[src/rtl/dwt_mac_sched.sv]
// dwt_mac_sched: arbitrates four DWT level requesters onto one shared FP32 MAC
// and routes results back by owner tag. Define DWT_SCHED_RR_EN for round-robin.
module dwt_mac_sched #(
    parameter int MAC_LAT   = 8,
    parameter int TAG_DEPTH = 4
) (
    input  logic         clk_312_5,
    input  logic         rst,
    input  logic [3:0]   req,
    input  logic [127:0] req_op_a,
    input  logic [127:0] req_op_b,
    input  logic [3:0]   req_last,
    output logic [3:0]   gnt,
    output logic         mac_valid,
    output logic         mac_clr,
    output logic         mac_last,
    output logic [31:0]  mac_a,
    output logic [31:0]  mac_b,
    input  logic [31:0]  mac_res,
    input  logic         mac_res_valid,
    output logic [31:0]  res_data,
    output logic [3:0]   res_valid,
    output logic         busy,
    output logic         err_tag
);

    localparam int PW = $clog2(TAG_DEPTH);
    localparam int CW = PW + 1;

    // The MAC pipeline depth is opaque here; results are matched purely by order.
    if (MAC_LAT < 1) begin : g_mac_lat_nonpositive
    end

    typedef enum logic {
        S_IDLE,
        S_BURST
    } state_e;

    state_e        state_q, state_d;
    logic [1:0]    owner_q, owner_d;
    logic          first_q, first_d;

    logic [1:0]    tag_mem_q [TAG_DEPTH];
    logic [PW-1:0] wptr_q, wptr_d;
    logic [PW-1:0] rptr_q, rptr_d;
    logic [CW-1:0] cnt_q, cnt_d;

    logic          mac_valid_q, mac_clr_q, mac_last_q;
    logic [31:0]   mac_a_q, mac_b_q;
    logic [31:0]   res_data_q;
    logic [3:0]    res_valid_q;
    logic          err_q;

    logic          accept, start, push, pop, full;
    logic [1:0]    win, head;

    assign full   = (cnt_q == CW'(TAG_DEPTH));
    assign head   = tag_mem_q[rptr_q];
    assign accept = (state_q == S_BURST) && req[owner_q];
    assign pop    = mac_res_valid && (cnt_q != '0);
    assign start  = (state_q == S_IDLE) && (|req) && !full;

`ifdef DWT_SCHED_RR_EN
    logic [1:0] ptr_q, ptr_d;
    logic [1:0] idx;

    // Scan downward so the lowest offset from the pointer wins.
    always_comb begin
        win = ptr_q;
        idx = ptr_q;
        for (int i = 3; i >= 0; i--) begin
            idx = ptr_q + 2'(i);
            if (req[idx]) win = idx;
        end
    end

    always_comb begin
        ptr_d = ptr_q;
        if (start) ptr_d = win + 2'd1;
    end

    always_ff @(posedge clk_312_5) begin
        if (rst) ptr_q <= 2'd0;
        else     ptr_q <= ptr_d;
    end
`else
    always_comb begin
        win = 2'd0;
        for (int i = 3; i >= 0; i--) begin
            if (req[i]) win = 2'(i);
        end
    end
`endif

    always_comb begin
        state_d = state_q;
        owner_d = owner_q;
        first_d = first_q;
        push    = 1'b0;
        unique case (state_q)
            S_IDLE: begin
                if (start) begin
                    state_d = S_BURST;
                    owner_d = win;
                    first_d = 1'b1;
                end
            end
            S_BURST: begin
                if (accept) begin
                    first_d = 1'b0;
                    if (req_last[owner_q]) begin
                        push    = 1'b1;
                        state_d = S_IDLE;
                    end
                end
            end
            default: state_d = S_IDLE;
        endcase
    end

    always_comb begin
        wptr_d = wptr_q;
        rptr_d = rptr_q;
        cnt_d  = cnt_q;
        if (push) wptr_d = wptr_q + PW'(1);
        if (pop)  rptr_d = rptr_q + PW'(1);
        unique case ({push, pop})
            2'b10:   cnt_d = cnt_q + CW'(1);
            2'b01:   cnt_d = cnt_q - CW'(1);
            default: cnt_d = cnt_q;
        endcase
    end

    always_ff @(posedge clk_312_5) begin
        if (rst) begin
            state_q <= S_IDLE;
            owner_q <= 2'd0;
            first_q <= 1'b0;
            wptr_q  <= '0;
            rptr_q  <= '0;
            cnt_q   <= '0;
        end else begin
            state_q <= state_d;
            owner_q <= owner_d;
            first_q <= first_d;
            wptr_q  <= wptr_d;
            rptr_q  <= rptr_d;
            cnt_q   <= cnt_d;
        end
    end

    // Tag storage needs no reset; occupancy alone decides validity.
    always_ff @(posedge clk_312_5) begin
        if (push) tag_mem_q[wptr_q] <= owner_q;
    end

    always_ff @(posedge clk_312_5) begin
        if (rst) begin
            mac_valid_q <= 1'b0;
            mac_clr_q   <= 1'b0;
            mac_last_q  <= 1'b0;
            mac_a_q     <= '0;
            mac_b_q     <= '0;
            res_data_q  <= '0;
            res_valid_q <= '0;
            err_q       <= 1'b0;
        end else begin
            mac_valid_q <= accept;
            mac_clr_q   <= accept && first_q;
            mac_last_q  <= accept && req_last[owner_q];
            if (accept) begin
                mac_a_q <= req_op_a[{owner_q, 5'd0} +: 32];
                mac_b_q <= req_op_b[{owner_q, 5'd0} +: 32];
            end
            if (pop) res_data_q <= mac_res;
            res_valid_q <= pop ? (4'b0001 << head) : 4'b0000;
            if (mac_res_valid && (cnt_q == '0)) err_q <= 1'b1;
        end
    end

    assign gnt       = (state_q == S_BURST) ? (req & (4'b0001 << owner_q)) : 4'b0000;
    assign mac_valid = mac_valid_q;
    assign mac_clr   = mac_clr_q;
    assign mac_last  = mac_last_q;
    assign mac_a     = mac_a_q;
    assign mac_b     = mac_b_q;
    assign res_data  = res_data_q;
    assign res_valid = res_valid_q;
    assign busy      = (state_q == S_BURST) || (cnt_q != '0);
    assign err_tag   = err_q;

endmodule

[config.mk]
export PLATFORM = sky130hd
export DESIGN_NAME = dwt_mac_sched
export DESIGN_NICKNAME = d
export VERILOG_FILES = /design/src/rtl/dwt_mac_sched.sv
export SDC_FILE = /design/constraint.sdc
export NUM_CORES = 1
export LEC_CHECK = 0
export CAP_MARGIN = 30
export CORE_AREA = 5 5 157 159
export CTS_CLUSTER_DIAMETER = 200
export CTS_CLUSTER_SIZE = 8
export DETAILED_ROUTE_END_ITERATION = 8
export DIE_AREA = 0 0 162 164
export MAX_ROUTING_LAYER = met4
export SLEW_MARGIN = 5
export SYNTH_ARGS = -nofsm -noshare
export SYNTH_HDL_FRONTEND = slang
export SYNTH_SLANG_ARGS = --single-unit
[constraint.sdc]
create_clock -name clk_312_5 -period 2.69 [get_ports clk_312_5]
set_input_delay 0.269 -clock clk_312_5 [delete_from_list [all_inputs] [get_ports clk_312_5]]
set_output_delay 0.269 -clock clk_312_5 [all_outputs]
set_load 0.005 [all_outputs]
== Yosys cells after proc, flatten, opt, wreduce, memory -nomap -nowiden ==
Memories as Yosys holds them, arrays and structs flattened. A register that Yosys moved wholly into a read port is not among the register bits.
Index checks and enable logic that the tools add are counted.
Cells by class
  add/subtract/negate cells: 4
  order comparisons: 1
  eq/ne operators: 5
  shift operators: 4
  muxes and demuxes: 24
  bitwise gates (word level): 3
  reductions and logical operators: 16
Operators with widths (number)
  $shiftx 128x8->32: 2
  $mux 1: 12
  $mux 2: 6
  $shl 1x2->4 const A: 2
  $logic_and 1x1->1: 7
  $pmux 3 s2: 1
  $add 2x1->2 const B: 2
  $and 4x4->4: 1
  $bmux 1 s2: 2
  $mux 4: 1
  $pmux 1 s2: 2
  $reduce_and 2->1: 2
  $reduce_or 4->1: 1
  $add 3x1->3 const B: 1
  $eq 3x3->1 const B: 1
  $logic_not 3->1: 1
  $lt 2x3->1 const B: 1
  $reduce_bool 3->1: 1
  $sub 3x1->3 const B: 1
  $eq 2x1->1 const B: 1
  $eq 2x2->1 const B: 1
  $ne 2x1->1 const B: 1
  $ne 2x2->1 const B: 1
  $not 1->1: 2
  4 further kinds: 4
Storage, ports and cells
  register bits: 115
  RAM bits: 8
  input port bits: 299
  output and inout port bits: 109
  memories kept: 1
Memories
  tag_mem_q: depth 4, bits a word 2, rd ports 1, clocked after memory_dff 1, wr ports 1, RTL line 43  | logic [1:0] tag_mem_q [TAG_DEPTH];

== Depth between registers and ports, before layout ==
Gate-level depths: netlist of run 1.
  word-level depth: 7
  depth in mapped cells: 11
  mapped depth without buffers: 9

== Worst setup path after synthesis of run 1 ==
Ideal clock, no wire load.
  path kind: register -> register
  start point: register owner_q[0]
  end point: register cnt_q[2]
  library setup time: 0.070 ns
  arrival: 2.365 ns
  data required time: 2.620 ns
  path slack: 0.254 ns
  stages on the path, launching flop included: 12
  cell sequence: dfxtp_1 > buf_4 > mux2i_1 > o22ai_2 > buf_2 > nand2_1 > ha_1 > inv_1 > fa_1 > xor2_1 > or3_1 > a21oi_1
Between the ends
  cells in the longest elaborated chain, start to end: 7
Ends and longest elaborated chain
  start, declared: RTL line 40  | logic [1:0] owner_q, owner_d;
  start signal, assigned: RTL line 144  | owner_q <= owner_d;
  $bmux 1 s2 (on tied branches): RTL line 111, 59
  $mux 1 (on tied branches): RTL line 111, 59
  $mux 1 or $logic_and 1x1->1 (tied branches): RTL line 111, 59
  $mux 1 *: RTL line 109  | if (accept) begin
  $mux 1 *: RTL line 100  | unique case (state_q)
  $eq 2x1->1 or $eq 2x2->1 (tied branches): RTL line 127  | unique case ({push, pop})
  $pmux 3 s2 or $reduce_bool 2->1 (tied branches)
  end signal, assigned: RTL line 148  | cnt_q <= cnt_d;
  end, declared: RTL line 46  | logic [CW-1:0] cnt_q, cnt_d;
Every way passes the cells marked *; elsewhere a longest branch is shown, timed or not. The select of a mux whose other input is x is not followed.
A chain may end at the register's enable or synchronous reset.

== Worst setup path after layout of run 1 ==
Ends and elaborated chain as after synthesis.

==> metrics.txt, run 1 <==
Post-Synthesis Cells=approximately 610; Worst setup EP type=flip-flop; placement row count=56; clock tree from TritonCTS=done; mean instance size in the synthesized netlist=between 9 and 10 um2; class of the worst hold path=primary input to flip-flop; average wire per cell in the routed design=between 15 and 20 um; number of maximum-capacitance constraint violations=0; Combinational Power Share=0.299; vias in the first global route=6507; buffer count from post-CTS setup fixing=0; CTS sink count=125; M1 WL=9.64 mm; Sw Pwr=approximately 1.8 mW; top layer reached by signal wires=met4; data required time of the critical path=3.02 ns; number of top-level pins=between 400 and 500; antenna viol nets, final=0; largest net degree at the start of global routing=71; Worst VDD drop=0.283 mV; ordered list of cells on the worst path=mux4_2 -> nand2_1 -> ha_1 -> inv_1 -> fa_1 -> xor2_1 -> or3_1 -> a21oi_1; highest net fanout along the worst path=12; total setup violations reported at the end of the flow=0; initial cell density of the core=0.262; Post-Route Setup TNS=0 ns; routed wire length on met2=~13 mm; Placed Instances=approximately 1300; number of violations reported at the end of detailed-routing iteration 0=about 270; Max Slew Vio Count=0; Final period util=0.913; Worst-Margin Slew=0.966 ns; WP data arrival=2.79 ns; Clock Skew=around 0.012 ns; aggregate global routing overflow=0; vias post-DR=6161; leading cell type in the layout, fill and taps excluded=clkdlybuf4s50_1; number of antenna violations at the first check in global routing=2; Synth-to-Final Area Change=82.3%; Buf+Inv Stages, Crit Path=1; outcome=finished, final reports clean; area share of the largest cell type after synthesis=0.387; launching element type of the critical path=flip-flop; fraction of layout cells with a size suffix above 1=0.119; post-detailed-placement cell area=0.0104 mm2; gr usage total=0.192; synth top area cells=dfxtp_1 (39%), mux4_2 (25%), nand2_1 (12%); PD cells=586 mW/mm2; input/output buffers=407; distinct cell type count after synthesis=33; Clock Pin Slew Worst Setup and Hold Paths=0.06 ns; CTS Root Buffer Type=clkbuf_16; YS warnings=0; fraction of power spent switching nets=0.278; fraction of power consumed by sequential logic=0.343; sequential element share of the synthesized area=0.426; most frequent cells in the layout=clkdlybuf4s50_1 (406), nand2_1 (201), dfxtp_1 (115); number of failing hold endpoints at the final stage=0; residual DRC count=0; Cell Count, Final, Fillers Out=~1300; half-perimeter wire length after placement=19.8 mm; aggregate routed wire length=25.3 mm; Die Footprint=0.0266 mm2; Synth Register Bits=between 100 and 150; post-route cell area=0.0110 mm2; overall die width=162 um; Crit path max-delay family=multiplexers; Crit Path Category=flip-flop to flip-flop; detailed-router iteration count before antenna repair=5; number of nets produced by synthesis=between 900 and 1000; number of H-tree levels=4; met3 layer wire length in the routed design=2.35 mm; Vert. Die Dim=164 um; final critical delay including setup and external delays=2.46 ns; peak clock frequency supported by timing=407 MHz; largest area contributor in the netlist=dfxtp_1; clock insertion delay at the later pin of the skew report=0.42 ns; internal power summed over all cells=4.67 mW; unrepaired setup endpoints after global routing=false; # resized after CTS=0; leak pwr=about 3.8 nW; routability congestion estimate from global placement=0.883; Synth Cell Area=0.00606 mm2; number of clock buffers inserted by TritonCTS=17; deepest clock path buffer count=2; standard cell core area=0.0231 mm2; via density per instance=4.70; count of hold-fix buffers inserted at cts=0; slowest cell on the critical path=mux4_2; Max-slew headroom=0.356; delay contributed by the slowest stage of the critical path=0.57 ns; fraction of power consumed by the clock network=0.358; global-route wire length before repair=37.5 mm; count of nets after finishing=1311
power groups by stage:
stage / Clock, mW / Combinational, mW / Sequential [mW]
5_1_grt: 2.46 / 2.11 / 2.25
4_1_cts: 2.39 / 1.98 / 2.22
2_1_floorplan: 0 / 0.868 / 2.26
6_report: 2.31 / 1.93 / 2.22
3_3_place_gp: 0 / 1.96 / 2.25
3_5_place_dp: 0 / 1.97 / 2.26
flip-flops by register name, summed over array words and instances (netlist names), 2 cells and up, named ones only:
name / flops
owner_q: 2
res_data: 32
wptr_q: 2
rptr_q: 2
mac_b: 32
tag_mem_q: 8
res_valid: 4
cnt_q: 3
mac_a: 32
final timing paths:
| path | end | start | cells past startpoint | slack (ns) |
|---|---|---|---|---|
| setup / recovery | cnt_q[2] | owner_q[0] | 8 | 0.23 |
| hold / removal | cnt_q[0] | rst | 2 | 0.39 |
| setup reg to reg | cnt_q[2] | owner_q[0] | 8 | 0.23 |
| hold reg to reg | mac_a[29] | mac_a[29] | 2 | 0.45 |
layer usage:
layer  global-route usage  vias up
met5                    -        -
li1                     -     2945
met3               0.0808       19
met2                0.329      239
met4               0.0500        0
met1                0.208     2958
synthesized netlist by cell type:
cell,n
nor4_1,2
buf_2,23
o21ai_0,5
xnor2_1,1
and2_1,1
nor3_1,2
ha_1,5
and3_1,5
inv_2,1
a21oi_1,106
fa_1,1
a211o_1,1
buf_6,5
nand3_1,2
mux4_2,67
o31ai_2,1
mux2i_1,2
or3_1,2
buf_4,3
or2_2,1
nand2_1,201
xor2_1,3
a221oi_1,1
inv_1,8
nand2b_1,2
nor3b_1,1
mux2_2,1
dfxtp_1,117
o22a_2,1
clkbuf_1,16
edfxtp_1,8
o22ai_2,1
nor2_1,15
cell type report:
| type | instances | area (um2) |
|---|---|---|
| fill | 2244 | 12100 |
| timing repair buffer | 423 | 4250 |
| multi-input combinational | 430 | 3200 |
| sequential | 125 | 2590 |
| clock buffer | 21 | 462 |
| tap | 290 | 363 |
| clock inverter | 11 | 131 |
| inverter | 9 | 33.8 |
| antenna | 2 | 5.00 |
stage by stage:
step	utilization	power [mW]	worst slack [ns]	hold WS [ns]
2_1_floorplan	-	3.13	0.254	0.349
3_3_place_gp	0.452	4.22	0.0731	0.437
3_5_place_dp	0.452	4.23	0.0487	0.436
4_1_cts	0.477	6.59	0.217	0.377
5_1_grt	0.477	6.83	0.131	0.391
6_report	0.477	6.47	0.234	0.389
logic make-up (layout without fill, tap and decap cells):
logic type	after synthesis	count (layout)	synth area share
XOR/XNOR	4	4	0.00579
adder cells (fa/ha/maj)	6	6	0.0136
buffers and inverters	56	464	0.0475
AO/OA/AOI/OAI	116	116	0.100
AND/OR/NAND/NOR	234	234	0.152
flip-flops	125	125	0.426
other	0	2	0
multiplexers	70	70	0.254
worst register-to-register path, stage by stage (launching register included):
cell and delay (ns):
dfxtp_4 0.46, mux4_2 0.58, nand2_1 0.13, ha_1 0.19
inv_1 0.06, fa_1 0.37, xor2_1 0.16, or3_1 0.30
a21oi_1 0.14
Power figures use the tool's default switching activity.
==> run 2, diff against run 1 <==
MAX_ROUTING_LAYER = default   (was met4)
==> run 2 against run 1 <==
Effect of this change:
- first-iteration DRC count is 3.4% lower
- clock-buffer cell count stayed put
- clock power hardly changed
- non-clock buffer count stayed put
- die area stayed put
- power hardly changed
- core utilization stayed put
- worst hold slack worse by 0.0013 ns
- critical path depth stayed put
- clock skew is 0.0016 ns lower
- largest cell class unchanged
- highest routed layer is now met5
==> metrics.txt, run 2 (same netlist as run 1, synthesis figures left out) <==
outcome=finished, final reports clean; average wire per cell in the routed design=19.3 um (about the same); Final period util=0.915 (+0.00179); WP data arrival=2.79 ns (about the same); Clock Skew=0.0107 ns (-0.00164 ns); minimum setup slack among reg-to-reg paths=0.23 ns (about the same); Worst-Margin Slew=0.971 ns (+0.00467 ns); number of failing hold endpoints at the final stage=0 (unchanged); count of nets after finishing=1311 (unchanged); Crit Path Category=flip-flop to flip-flop; buffer count from post-CTS setup fixing=0 (unchanged); Max Slew Vio Count=0 (unchanged); Worst R2R Path Depth=8 (unchanged); Synth-to-Final Area Change=82.3% (unchanged); number of H-tree levels=4 (unchanged); leading cell type in the layout, fill and taps excluded=clkdlybuf4s50_1; placement row count=56 (unchanged); CTS Root Buffer Type=clkbuf_16; number of clock buffers inserted by TritonCTS=17 (unchanged); clock tree from TritonCTS=done; Post-Route Setup TNS=0 ns (unchanged); total setup violations reported at the end of the flow=0 (unchanged); Worst VDD drop=0.284 mV (+0.13%); global-route wire length before repair=37.6 mm (+0.24%); residual DRC count=0 (unchanged); routability congestion estimate from global placement=0.868 (-1.6%); Max-slew headroom=0.353 (-0.00311); final total power=6.47 mW (about the same); number of maximum-capacitance constraint violations=0 (unchanged); launching element type of the critical path=flip-flop; slowest cell on the critical path=mux4_2; Hold Crit Endpoint=cnt_q[0]; via density per instance=4.69 (about the same); Buf+Inv Stages, Crit Path=1 (unchanged); fraction of layout cells with a size suffix above 1=0.119 (unchanged); initial cell density of the core=0.262 (unchanged); worst hold path depth=2 (unchanged); number of antenna violations at the first check in global routing=2 (unchanged); standard cell core area=0.0231 mm2 (unchanged); largest net degree at the start of global routing=71 (unchanged); input/output buffers=407 (unchanged); half-perimeter wire length after placement=19.8 mm (unchanged); # resized after CTS=0 (unchanged); Critical R2R Capture=cnt_q[2]; vias in the first global route=6480 (-0.41%); Vert. Die Dim=164 um (unchanged); antenna viol nets, final=0 (unchanged); class of the worst hold path=primary input to flip-flop; aggregate routed wire length=25.3 mm (about the same); most frequent cells in the layout=clkdlybuf4s50_1 (406), nand2_1 (201), dfxtp_1 (115); deepest clock path buffer count=2 (unchanged); aggregate global routing overflow=0 (unchanged); number of top-level pins=408 (unchanged); count of hold-fix buffers inserted at cts=0 (unchanged); final critical delay including setup and external delays=2.46 ns (+0.00483 ns); overall die width=162 um (unchanged); leak pwr=3.79 nW (unchanged); gr usage total=0.187 (-0.00554); unrepaired setup endpoints after global routing=false; Crit path max-delay family=multiplexers; clock insertion delay at the later pin of the skew report=0.42 ns (about the same); ordered list of cells on the worst path=mux4_2 -> nand2_1 -> ha_1 -> inv_1 -> fa_1 -> xor2_1 -> or3_1 -> a21oi_1; detailed-router iteration count before antenna repair=4 (-1); start point of the worst min-delay path=rst; worst flop-to-flop path startpoint=owner_q[0]; vias post-DR=6155 (-0.097%); Die Footprint=0.0266 mm2 (unchanged); data required time of the critical path=3.02 ns (about the same); highest net fanout along the worst path=12 (unchanged); CTS sink count=125 (unchanged); Clock Pin Slew Worst Setup and Hold Paths=0.06 ns (about the same); peak clock frequency supported by timing=406 MHz (-0.20%); number of violations reported at the end of detailed-routing iteration 0=258 (-3.4%); Worst setup EP type=flip-flop; delay contributed by the slowest stage of the critical path=0.58 ns (about the same); fillcell total=2244 (unchanged); PD cells=586 mW/mm2 (about the same)
run 2: cell counts in the layout (fill, tap and decap cells not counted):
No cell type changed its count.
run 2: worst max path at each step:
| stage | cells after the start | startpoint | slack, ns | end |
|---|---|---|---|---|
| CTS | 8 | owner_q[0] | 0.22 | cnt_q[2] |
| global placement | 9 | req_last[3] | 0.07 | cnt_q[2] |
| global route | 8 | owner_q[0] | 0.13 | cnt_q[2] |
| finish | 8 | owner_q[0] | 0.23 | cnt_q[2] |
| floorplan | 11 | owner_q[0] | 0.25 | cnt_q[2] |
| detailed placement | 9 | req_last[3] | 0.05 | cnt_q[2] |
run 2: through the flow:
stage | util | cells | hold WS [ns] | setup slack, ns | area (um2)
global route | 0.477 | 1310 | 0.390 | 0.130 | 11000
detailed placement | 0.452 | 1277 | 0.436 | 0.0487 | 10400
finish | 0.477 | 1311 | 0.387 | 0.229 | 11000
CTS | 0.477 | 1309 | 0.377 | 0.217 | 11000
global placement | 0.452 | 1277 | 0.437 | 0.0731 | 10400
floorplan | - | 611 | 0.349 | 0.254 | 6060
run 2: per-layer routing:
| metal | track usage | vias to the layer above | part of all wire |
|---|---|---|---|
| met5 | 0 | - | 0.00032 |
| met4 | 0.0477 | 2 | 0.014 |
| met3 | 0.0821 | 21 | 0.092 |
| met2 | 0.328 | 236 | 0.51 |
| met1 | 0.208 | 2952 | 0.38 |
| li1 | - | 2944 | - |
run 2: worst register-to-register path, stage by stage, from the launching register on:
cell and delay (ns):
dfxtp_4 0.46, mux4_2 0.58, nand2_1 0.13, ha_1 0.19
inv_1 0.06, fa_1 0.37, xor2_1 0.16, or3_1 0.30
a21oi_1 0.14
run 2: where the power goes:
group          switching (mW)  internal, mW
Sequential              0.132          2.09
Clock                   0.886          1.43
Combinational           0.786          1.15
Total                    1.80          4.67
run 2: layout make-up:
cell class / count / area [um2] / share of cell area
repair buffers: 423 / 4250 / 0.385
multi-input cells: 430 / 3200 / 0.290
flip-flops and latches: 125 / 2590 / 0.235
inverters: 9 / 33.8 / 0.00306
clock inverters: 11 / 131 / 0.0119
diodes: 2 / 5.00 / 0.000453
well taps: 290 / 363 / 0.0329
clock buffers: 21 / 462 / 0.0418
